<file path="src/rtl/cv_copy_sequencer.sv">
// VRAM->VRAM copy sequencer: pair/line counters, read issue and FIFO credits.
// Optional abort input enabled by defining CV_COPY_ABORT_EN.
module cv_copy_sequencer #(
    parameter int FIFO_DEPTH = 8,
    parameter int CRD_W      = 4
) (
    input  logic        clk,
    input  logic        rst,
    input  logic        cmd_valid,
    output logic        cmd_ready,
    input  logic [9:0]  cmd_srcX,
    input  logic [8:0]  cmd_srcY,
    input  logic [10:0] cmd_w,
    input  logic [9:0]  cmd_h,
`ifdef CV_COPY_ABORT_EN
    input  logic        abort,
`endif
    output logic        eng_active,
    output logic        eng_isWidthNot1,
    output logic        eng_xb0,
    output logic        eng_wb0,
    output logic        eng_canPush,
    output logic        eng_endVertical,
    output logic        eng_currLast,
    output logic        eng_nextLast,
    output logic        eng_readACK,
    input  logic [2:0]  eng_nextX,
    input  logic [2:0]  eng_nextY,
    input  logic        eng_read,
    input  logic        eng_push,
    input  logic        eng_exit,
    output logic        mem_rdReq,
    output logic [17:0] mem_rdAddr,
    input  logic        mem_rdGnt,
    input  logic        mem_rdValid,
    input  logic        fifo_pop,
    output logic        busy,
    output logic        done,
    output logic        err
);

    typedef enum logic [1:0] {
        IDLE,
        RUN,
        DRAIN
    } stateT;

    localparam logic [CRD_W-1:0] FULL = CRD_W'(FIFO_DEPTH);

    stateT             state;
    stateT             nextState;

    logic [9:0]        srcX;
    logic [8:0]        srcY;
    logic [10:0]       width;
    logic [9:0]        height;
    logic [10:0]       pairsPerLine;
    logic [10:0]       pairIdx;
    logic [9:0]        line;
    logic [CRD_W-1:0]  credits;
    logic              rdOutstanding;
    logic              rdReq;
    logic [17:0]       rdAddr;
    logic              readAck;
    logic              errReg;
    logic              doneReg;
    logic              dropRead;

    logic              abortHit;
    logic              inRun;
    logic              accept;
    logic              readFire;
    logic              readErr;
    logic              rdReturn;
    logic              pushOnly;
    logic              popOnly;
    logic              crdErr;
    logic [8:0]        pairX;
    logic [8:0]        rowAddr;
    logic [10:0]       lastIdx;
    logic [10:0]       pplNew;

`ifdef CV_COPY_ABORT_EN
    assign abortHit = abort && (state == RUN);
`else
    assign abortHit = 1'b0;
`endif

    assign inRun    = (state == RUN);
    assign accept   = (state == IDLE) && cmd_valid;
    assign readFire = inRun && eng_read && !abortHit && !rdOutstanding;
    assign readErr  = inRun && eng_read && rdOutstanding;
    assign rdReturn = rdOutstanding && mem_rdValid;
    assign pushOnly = eng_push && !fifo_pop;
    assign popOnly  = fifo_pop && !eng_push;
    assign crdErr   = (pushOnly && (credits == '0))
                    || (popOnly && (credits == FULL));

    // Pair count covers a leading odd pixel and rounds a trailing one up.
    assign pplNew  = ({10'd0, cmd_srcX[0]} + cmd_w + 11'd1) >> 1;
    assign pairX   = srcX[9:1] + pairIdx[8:0];
    assign rowAddr = srcY + line[8:0];
    assign lastIdx = pairsPerLine - 11'd1;

    always_ff @(posedge clk or posedge rst) begin
        if (rst) begin
            state <= IDLE;
        end else begin
            state <= nextState;
        end
    end

    always_comb begin
        nextState = state;
        unique case (state)
            IDLE: begin
                if (cmd_valid) begin
                    nextState = RUN;
                end
            end
            RUN: begin
                if (eng_exit || abortHit) begin
                    nextState = DRAIN;
                end
            end
            DRAIN: begin
                if ((credits == FULL) && !rdOutstanding) begin
                    nextState = IDLE;
                end
            end
            default: nextState = IDLE;
        endcase
    end

    always_ff @(posedge clk or posedge rst) begin
        if (rst) begin
            srcX         <= '0;
            srcY         <= '0;
            width        <= '0;
            height       <= '0;
            pairsPerLine <= '0;
            pairIdx      <= '0;
            line         <= '0;
        end else if (accept) begin
            srcX         <= cmd_srcX;
            srcY         <= cmd_srcY;
            width        <= cmd_w;
            height       <= cmd_h;
            pairsPerLine <= pplNew;
            pairIdx      <= '0;
            line         <= '0;
        end else if (inRun) begin
            case (eng_nextX)
                3'd1:    pairIdx <= pairIdx + 11'd1;
                3'd6:    pairIdx <= '0;
                default: pairIdx <= pairIdx;
            endcase
            case (eng_nextY)
                3'd4:    line <= line + 10'd1;
                default: line <= line;
            endcase
        end
    end

    // Address is frozen at strobe time so the counters may move on.
    always_ff @(posedge clk or posedge rst) begin
        if (rst) begin
            rdReq         <= 1'b0;
            rdOutstanding <= 1'b0;
            rdAddr        <= '0;
            readAck       <= 1'b0;
            dropRead      <= 1'b0;
        end else begin
            if (readFire) begin
                rdReq         <= 1'b1;
                rdOutstanding <= 1'b1;
                rdAddr        <= {rowAddr, pairX};
            end else if (rdReq && mem_rdGnt) begin
                rdReq <= 1'b0;
            end
            if (rdReturn) begin
                rdOutstanding <= 1'b0;
            end
            readAck <= rdReturn && !dropRead;
            if (rdReturn) begin
                dropRead <= 1'b0;
            end else if (abortHit && rdOutstanding) begin
                dropRead <= 1'b1;
            end
        end
    end

    always_ff @(posedge clk or posedge rst) begin
        if (rst) begin
            credits <= FULL;
            errReg  <= 1'b0;
            doneReg <= 1'b0;
        end else begin
            if (pushOnly && (credits != '0)) begin
                credits <= credits - 1'b1;
            end else if (popOnly && (credits != FULL)) begin
                credits <= credits + 1'b1;
            end
            errReg  <= errReg | readErr | crdErr;
            doneReg <= (state == DRAIN) && (nextState == IDLE);
        end
    end

    assign cmd_ready       = (state == IDLE);
    assign busy            = (state != IDLE);
    assign done            = doneReg;
    assign err             = errReg;
    assign eng_active      = inRun;
    assign eng_isWidthNot1 = (width != 11'd1);
    assign eng_xb0         = srcX[0];
    assign eng_wb0         = width[0];
    // The push already in flight this cycle holds a credit.
    assign eng_canPush     = inRun && (credits > {{(CRD_W-1){1'b0}}, eng_push});
    assign eng_endVertical = (line == height - 10'd1);
    assign eng_currLast    = (pairIdx == lastIdx);
    assign eng_nextLast    = ((pairIdx + 11'd1) == lastIdx);
    assign eng_readACK     = readAck;
    assign mem_rdReq       = rdReq;
    assign mem_rdAddr      = rdAddr;

endmodule
</file>
<file path="config.mk">
export PLATFORM = sky130hd
export DESIGN_NAME = cv_copy_sequencer
export DESIGN_NICKNAME = d
export VERILOG_FILES = /design/src/rtl/cv_copy_sequencer.sv
export SDC_FILE = /design/constraint.sdc
export NUM_CORES = 1
export LEC_CHECK = 0
export ABC_CLOCK_PERIOD_IN_PS = 7700
export CORE_MARGIN = 5
export CORE_UTILIZATION = 59
export DETAILED_ROUTE_END_ITERATION = 8
export GPL_ROUTABILITY_DRIVEN = 0
export PLACE_DENSITY_LB_ADDON = 0.05
export SYNTH_ARGS = -nofsm -noshare
export SYNTH_HDL_FRONTEND = slang
export SYNTH_SLANG_ARGS = --single-unit
</file>
<file path="constraint.sdc">
create_clock -name clk -period 7.7 [get_ports clk]
set_clock_uncertainty 0.05 [all_clocks]
set_input_delay 1.155 -clock clk [delete_from_list [all_inputs] [get_ports clk]]
set_output_delay 1.155 -clock clk [all_outputs]
set_load 0.05 [all_outputs]
</file>
Word level (Yosys, flattened, before mapping):

Index checks and enable logic that the tools add are counted.
W data, S select, Z words.

* add/sub/neg operators: 10
* order comparisons: 1
* equality and inequality tests: 11
* muxes and demuxes: 16
* bitwise operators: 2
* reduce and logical (&&, ||, !) cells: 32

Operator list (count)
* $mux W10: 3
* $add A11 B1 Y11 const B: 2
* $eq A11 B11 Y1: 2
* $mux W11: 2
* $pmux W11 S2: 1
* $add A9 B9 Y9: 2
* $logic_and A1 B1 Y1: 15
* $reduce_bool A2 Y1: 6
* $add A1 B11 Y11: 1
* $ne A11 B1 Y1 const B: 1
* $sub A10 B1 Y11 const B: 1
* $add A10 B1 Y10 const B: 1
* $eq A10 B10 Y1: 1
* $sub A10 B1 Y10 const B: 1
* $mux W4: 2
* $eq A3 B3 Y1 const B: 2
* $mux W2: 3
* $pmux W2 S3: 1
* $add A4 B1 Y4 const B: 1
* $eq A4 B4 Y1 const B: 1
* $gt A4 B1 Y1: 1
* $logic_not A2 Y1: 2
* $logic_not A4 Y1: 1
* $mux W1: 4
* other kinds (11): 15

* register bits after elaboration: 100
* input bits: 55
* output and inout bits: 32
* word-level logic and storage cells: 87

Logic depth before layout (Yosys ltp):

Gate-level depths: netlist (run 1).

* word-level depth: 6
* gate-level depth with buffers: 8
* depth with buffers taken out: 8

Least setup slack after synthesis (run 1):

OpenSTA, ideal clock, no wires.

* path kind: register to output
* start: register pairsPerLine[0]
* end: output port eng_nextLast
* arrival time: 3541 ps
* setup slack: 2954 ps
* cell stages (with the launch flop): 9
* path buffers: 0
* path through: dfrtp_1 -> inv_1 -> ha_1 -> or3b_4 -> xnor2_1 -> or3_1 -> a2111oi_2 -> nand4_1 -> nor4_1

* word-level cells in the longest chain between the ends: 2

RTL lines
* start, declared: line 57 `logic [10:0] pairsPerLine;`
* start signal, assigned: line 149 `pairsPerLine <= pplNew;`
* $sub A10 B1 Y11: line 103 `assign lastIdx = pairsPerLine - 11'd1;`
* $eq A11 B11 Y1: line 221 `assign eng_nextLast = ((pairIdx + 11'd1) == lastIdx);`
* end, declared: line 25 `output logic eng_nextLast,`

No other way between the ends.

Worst setup path after layout (run 1):

Same ends and word-level chain as after synthesis.

==> results of run 1 <==
==> cell type report <==
class	instances	area, sq um	area share, %
Multi-Input combinational cell	435	3124	44.59
Sequential cell	100	2504	35.73
Timing Repair Buffer	90	890.9	12.71
Tap cell	133	166.4	2.375
Clock buffer	9	123.9	1.768
Clock inverter	7	120.1	1.714
Inverter	20	77.57	1.107
==> registers in the layout, indices dropped and copies added (netlist names) <==
name,flops
width,11
srcY,9
pairsPerLine,10
rdOutstanding,1
err,1
eng_readACK,1
srcX,10
mem_rdAddr,18
done,1
mem_rdReq,1
line,10
pairIdx,11
height,10
state,2
credits,4
==> power groups by stage <==
stage,sequential (W),combinational [W],clock [W]
after floorplan,0.00107,0.000721,0
after global placement,0.000915,0.00117,0
after detailed placement,0.000925,0.00120,0
after CTS,0.000915,0.00121,0.000413
after global routing,0.000948,0.00131,0.000433
final,0.000915,0.00119,0.000401
==> Yosys cell counts (2+ instances only) <==
master / instances / area [sq um]
buf_2: 6 / 30.03
fa_1: 3 / 60.06
or3_1: 4 / 25.02
o31a_1: 2 / 17.52
inv_1: 20 / 75.07
nand2b_1: 6 / 37.54
nor3b_1: 4 / 30.03
a31oi_1: 6 / 37.54
o311ai_0: 2 / 17.52
nor2b_1: 5 / 31.28
xnor2_1: 33 / 289.0
a21oi_1: 23 / 115.1
nand3b_1: 2 / 15.01
o41ai_1: 2 / 17.52
nand2_1: 39 / 146.4
o31ai_1: 4 / 30.03
o211ai_1: 4 / 30.03
or2_2: 3 / 18.77
a21o_1: 5 / 37.54
ha_1: 24 / 300.3
and3_1: 7 / 43.79
mux2_2: 44 / 495.5
and2_1: 3 / 18.77
o21bai_1: 3 / 22.52
nor4_1: 5 / 31.28
o2111a_1: 2 / 22.52
a2111oi_2: 2 / 30.03
o21ai_0: 41 / 205.2
dfrtp_1: 99 / 2477
xor2_1: 41 / 359.1
mux2i_1: 5 / 50.05
clkbuf_1: 11 / 41.29
nand3_1: 19 / 95.09
nor3_1: 15 / 75.07
nor2_1: 54 / 202.7
nand4_1: 9 / 56.30
==> per-layer routing <==
metal	GRT usage, %	vias up
met5	0	-
met4	6.763	0
met3	5.092	14
met2	36.54	95
met1	27.21	2134
li1	-	2176
==> critical path, stage by stage (launching register included) <==
cell	delay (ps)
dfrtp_1	430
inv_1	100
ha_1	230
or3b_4	420
xnor2_1	140
or3_1	320
a2111oi_2	390
nand4_1	140
nor4_1	300
clkdlybuf4s50_1	850
==> through the flow <==
| step | hold slack, ps | setup slack, ps | util, % |
|---|---|---|---|
| global route | 467.5 | 2503 | 72.69 |
| floorplan | 416.4 | 2954 | - |
| CTS | 438.8 | 2796 | 72.69 |
| finish | 434.0 | 2810 | 72.69 |
| detailed placement | 419.4 | 3229 | 70.16 |
| global placement | 413.6 | 3270 | 70.16 |
==> kinds of logic (layout without fill, tap and decap cells) <==
group,Yosys count,count (layout),share of synthesized area (%)
muxes,50,50,9.833
and+or+nand+nor,182,182,15.66
adders and majority gates,27,27,6.238
AOI/OAI and AO/OA,101,101,10.83
DFF,100,100,43.34
buffers and inverters,38,126,2.599
xor gates and xnor gates,75,75,11.50
==> worst max-delay path by stage <==
| stage | from | to | slack [ps] | depth (start not counted) |
|---|---|---|---|---|
| global route | pairsPerLine[0] | eng_nextLast | 2500 | 9 |
| detailed placement | pairsPerLine[0] | eng_nextLast | 3230 | 9 |
| global placement | pairsPerLine[0] | eng_nextLast | 3270 | 9 |
| finish | pairsPerLine[0] | eng_nextLast | 2810 | 9 |
| CTS | pairsPerLine[0] | eng_nextLast | 2800 | 9 |
| floorplan | pairsPerLine[0] | eng_nextLast | 2950 | 8 |
==> reports/metrics.cfg, run 1 <==
[synth]
synthArstFlopShare_pct = 100.0
synth.ff_latch_count = 100
synth_warnings = 0
synthesis.area_sq_mm = 0.005777
syn_nets = 655
yosysSeqAreaShare_pct = 43.34
postSynthAreaPerCell_sq_um = 10.08
ys_types = 52
ys.flop_type = dfrtp_1
synth_edf_count = 0
syn_inst = 573

[setup_path]
cp.arrival_ps = 3690
crit_path_end_kind = output pin
start_kind = flip-flop
reg2reg_slack_ps = 5160
cp.required_ps = 6490
reg2reg_from = line[0]
critical_path_class = reg -> out
r2r-end = mem_rdAddr[17]
r2r_cells = 8
cp_max_fo = 5

[die]
ioPinCount = 87
die_height_um = 109.0
fp-row-count = 36
coreArea_sq_mm = 0.009639
die_w_um = 109.0
initial_utilization_pct = 59.93
die_area_sq_mm = 0.01187

[timing]
max_freq_mhz = 204.5
maxSlewHeadroom_pct = 26.81
slew_viol_final = 0
grt_setup_unrepaired = no
period_minus_slack_ps = 4890
fin_crit_sh_pct = 63.51
finalHoldViolations = 0
finalSetupTns_ps = 0
tightest_slew_ps = 1098
finalSetupViolCount = 0

[global_routing]
grt_overflow = 0
antenna_found_initial = 0
first_global_vias = 4446
grt_use_total_pct = 21.52
grt_pass1_wl_um = 20310
grt_start_max_net_pins = 89

[detailed_routing]
drc = 0
wl_per_cell_um = 15.14
dr_wl_met2_um = 5845
firstDrtPassIters = 5
wl_um = 12020
dr_wl_met3_um = 592
wl_met1_um = 5393
vias_per_cell = 5.565
dr.max_layer_used = met4
final_antenna_net_count = 0
drtIter0Drc = 193
dr_total_vias = 4419

[power_and_ir_drop]
switching_share_pct = 41.39
total_power_w = 0.002509
combPwrFrac_pct = 47.6
clkPwrFrac_pct = 16.0
power.internal_w = 0.001470
p_per_area_mw_per_mm2 = 358.1
p_sw_w = 0.001038
pwr-share-seq_pct = 36.5
vdd_ir_drop_max_v = 0.0002587
power_leakage_nw = 2.974

[clock_tree]
clock_path_buffers = 2
root_buffer = clkbuf_8
cts_tree = built
clkLatencyLatePin_ps = 370
htreeDepth = 3
path_clk_slew_ps = 90
post_cts_buffers = 0
cts_resized = 0
cts-buffers-inserted = 9
cts_hold_repair.buffers = 0
cts_sinks = 100

[status]
status = completed

[final_layout]
nFillCells = 745
diodes = 0
syn_to_final_growth_pct = 21.29
final_area_sq_mm = 0.007007
layout_common_cells = dfrtp_1, clkdlybuf4s50_1, nor2_1, mux2_2
drive_gt1_share_pct = 12.10
instances_no_fill = 794
final_common_cell = dfrtp_1
nNetsFinal = 738

[place]
port_buffers = 86
place_hpwl_um = 8918
place_area_sq_mm = 0.006763
dpl.cell_count = 778

[worst_hold_path]
hold_end = mem_rdAddr[4]
holdCritStartpoint = mem_rdAddr[4]
worstHoldPathCells = 2
min-delay-path-class = reg -> reg

[flow_run]
maxCapViolCount = 0

Note: power is estimated with default switching activity, not from simulation.
==> inputs of run 2 (changes only) <==
--- a/config.mk
+++ b/config.mk
@@ -5,9 +5,9 @@
 export SDC_FILE = /design/constraint.sdc
 export NUM_CORES = 1
 export LEC_CHECK = 0
-export ABC_CLOCK_PERIOD_IN_PS = 7700
+export ABC_CLOCK_PERIOD_IN_PS = 4300
 export CORE_MARGIN = 5
-export CORE_UTILIZATION = 59
+export CORE_UTILIZATION = 50
 export DETAILED_ROUTE_END_ITERATION = 8
 export GPL_ROUTABILITY_DRIVEN = 0
 export PLACE_DENSITY_LB_ADDON = 0.05
==> constraint.sdc (replaced) <==
create_clock -name clk -period 4.3 [get_ports clk]
set_clock_uncertainty 0.05 [all_clocks]
set_input_delay 0.645 -clock clk [delete_from_list [all_inputs] [get_ports clk]]
set_output_delay 0.645 -clock clk [all_outputs]
set_load 0.05 [all_outputs]
==> run 2 against run 1 <==
  * Via count decreased by 1.8%
  * Total power is 82% higher
  * Wire length rose by 2.4%
  * Cell count up 1.4%
  * Worst hold slack lost 1.8 ps
  * Final area grew 1.0%
  * Register-to-register slack got worse by 3400 ps
  * Largest cell class unchanged
==> reports/metrics.cfg, run 2 (synthesis results as in run 1) <==
[timing]
finalSetupTns_ps = 0  ; unchanged
max_freq_mhz = 253.6
period_minus_slack_ps = 3943
tightest_slew_ps = 848.3  ; was 1098 ps
holdWs_ps = 432.3  ; was 434.0 ps
maxSlewHeadroom_pct = 43.45  ; was 26.81%
slew_viol_final = 0  ; unchanged
grt_setup_unrepaired = no  ; unchanged
finalSetupViolCount = 0  ; unchanged
finalHoldViolations = 0  ; unchanged
fin_crit_sh_pct = 91.70

[clock_tree]
cts_sinks = 100  ; unchanged
cts_hold_repair.buffers = 0  ; unchanged
cts_tree = built  ; unchanged
post_cts_buffers = 0  ; unchanged
clock_path_buffers = 2  ; unchanged
htreeDepth = 3  ; unchanged
root_buffer = clkbuf_16  ; was clkbuf_8
clkLatencyLatePin_ps = 340  ; was 370 ps
path_clk_slew_ps = 60  ; was 90 ps
cts-buffers-inserted = 9  ; unchanged
cts_resized = 0  ; unchanged

[setup_path]
cp.arrival_ps = 3250  ; was 3690 ps
critical_path_class = reg -> out  ; unchanged
crit_path_end_kind = output pin  ; unchanged
start_kind = flip-flop  ; unchanged
r2r-end = mem_rdAddr[17]  ; unchanged
reg2reg_from = line[0]  ; unchanged
cp_max_fo = 5  ; unchanged
r2r_cells = 8  ; unchanged
cp.required_ps = 3610  ; was 6490 ps
reg2reg_slack_ps = 1810  ; was 5160 ps

[place]
place_area_sq_mm = 0.006793  ; was 0.006763 sq mm
port_buffers = 86  ; unchanged
place_hpwl_um = 9298  ; was 8918 um

[die]
ioPinCount = 87  ; unchanged
die_height_um = 117.5  ; was 109.0 um
die_w_um = 117.5  ; was 109.0 um
die_area_sq_mm = 0.01380  ; was 0.01187 sq mm
fp-row-count = 39  ; was 36
initial_utilization_pct = 50.81  ; was 59.93%
coreArea_sq_mm = 0.01137  ; was 0.009639 sq mm

[detailed_routing]
drc = 0  ; unchanged
wl_um = 12320  ; was 12020 um
drtIter0Drc = 262  ; was 193
dr_total_vias = 4338  ; was 4419
firstDrtPassIters = 4  ; was 5
vias_per_cell = 5.389  ; was 5.565
wl_per_cell_um = 15.30  ; was 15.14 um
final_antenna_net_count = 0  ; unchanged

[global_routing]
antenna_found_initial = 0  ; unchanged
grt_start_max_net_pins = 48  ; was 89
grt_overflow = 0  ; unchanged
grt_use_total_pct = 18.35  ; was 21.52%
first_global_vias = 4337  ; was 4446
grt_pass1_wl_um = 21190  ; was 20310 um

[worst_hold_path]
worstHoldPathCells = 2  ; unchanged
min-delay-path-class = reg -> reg  ; unchanged
holdCritStartpoint = mem_rdAddr[8]  ; was mem_rdAddr[4]
hold_end = mem_rdAddr[8]  ; was mem_rdAddr[4]

[final_layout]
layout_common_cells = dfrtp_1, clkdlybuf4s50_1, nor2_1, mux2_2  ; unchanged
final_common_cell = dfrtp_1  ; unchanged
diodes = 0  ; unchanged
syn_to_final_growth_pct = 22.53  ; was 21.29%
nFillCells = 996  ; was 745
largest_reg_flops = 18  ; unchanged
final_area_sq_mm = 0.007078  ; was 0.007007 sq mm
nNetsFinal = 739  ; was 738
drive_gt1_share_pct = 11.93  ; was 12.10%

[flow_run]
maxCapViolCount = 0  ; unchanged

[power_and_ir_drop]
p_per_area_mw_per_mm2 = 646.4  ; was 358.1 mW/mm^2
vdd_ir_drop_max_v = 0.0006198  ; was 0.0002587 V
total_power_w = 0.004575  ; was 0.002509 W
power_leakage_nw = 3.005  ; was 2.974 nW

[status]
status = completed  ; unchanged

## run 2: cell types whose count changed in the layout (fill, tap and decap cells not counted), moves of 2 or more
cell / previous run / this run
bufinv_16: 3 / 1
clkbuf_1: 0 / 3
clkbuf_16: 0 / 9
clkbuf_8: 9 / 0
## run 2: where the power goes
part,switching (W),internal (W),total (W)
clock network,0.000337,0.000452,0.000789
registers,0.000329,0.00132,0.00165
logic,0.00120,0.000937,0.00214
total,0.00187,0.00271,0.00458
## run 2: layout make-up
class / count / area [sq um] / share of cell area, %
well taps: 143 / 178.9 / 2.528
repair buffers: 91 / 908.4 / 12.83
clock buffers: 12 / 236.5 / 3.341
inverters: 20 / 77.57 / 1.096
clock inverters: 4 / 48.80 / 0.6894
flip-flops and latches: 100 / 2504 / 35.37
multi-input cells: 435 / 3124 / 44.14
## run 2: worst max-delay path: stages (launching register included)
cell,delay (ps)
dfrtp_1,420
inv_1,100
ha_1,220
or4b_4,510
o41ai_1,250
a21oi_1,110
o31a_1,260
nor4_1,180
clkdlybuf4s50_1,850
## run 2: per-stage QoR
step | utilization, % | worst slack [ps] | std cells
floorplan | - | 64.27 | 573
global placement | 59.74 | 808.7 | 789
detailed placement | 59.74 | 712.6 | 789
CTS | 62.25 | 328.7 | 805
global route | 62.25 | 82.84 | 805
finish | 62.25 | 356.8 | 805
## run 2: worst max path at each step
stage                    startpoint      endpoint  cells after the start
floorplan           pairsPerLine[0]  eng_nextLast                      8
global placement    pairsPerLine[0]  eng_currLast                      8
CTS                 pairsPerLine[0]  eng_currLast                      8
finish              pairsPerLine[0]  eng_currLast                      8
global route        pairsPerLine[0]  eng_currLast                      8
detailed placement  pairsPerLine[0]  eng_currLast                      8
## run 2: metal layers
layer / track usage [%] / part of all wire, % / up-vias
met3: 4.950 / 4.4 / 12
met2: 29.38 / 46 / 93
li1: - / - / 2181
met4: 4.803 / 1.3 / 0
met1: 24.77 / 48 / 2052
met5: 0 / 0 / -
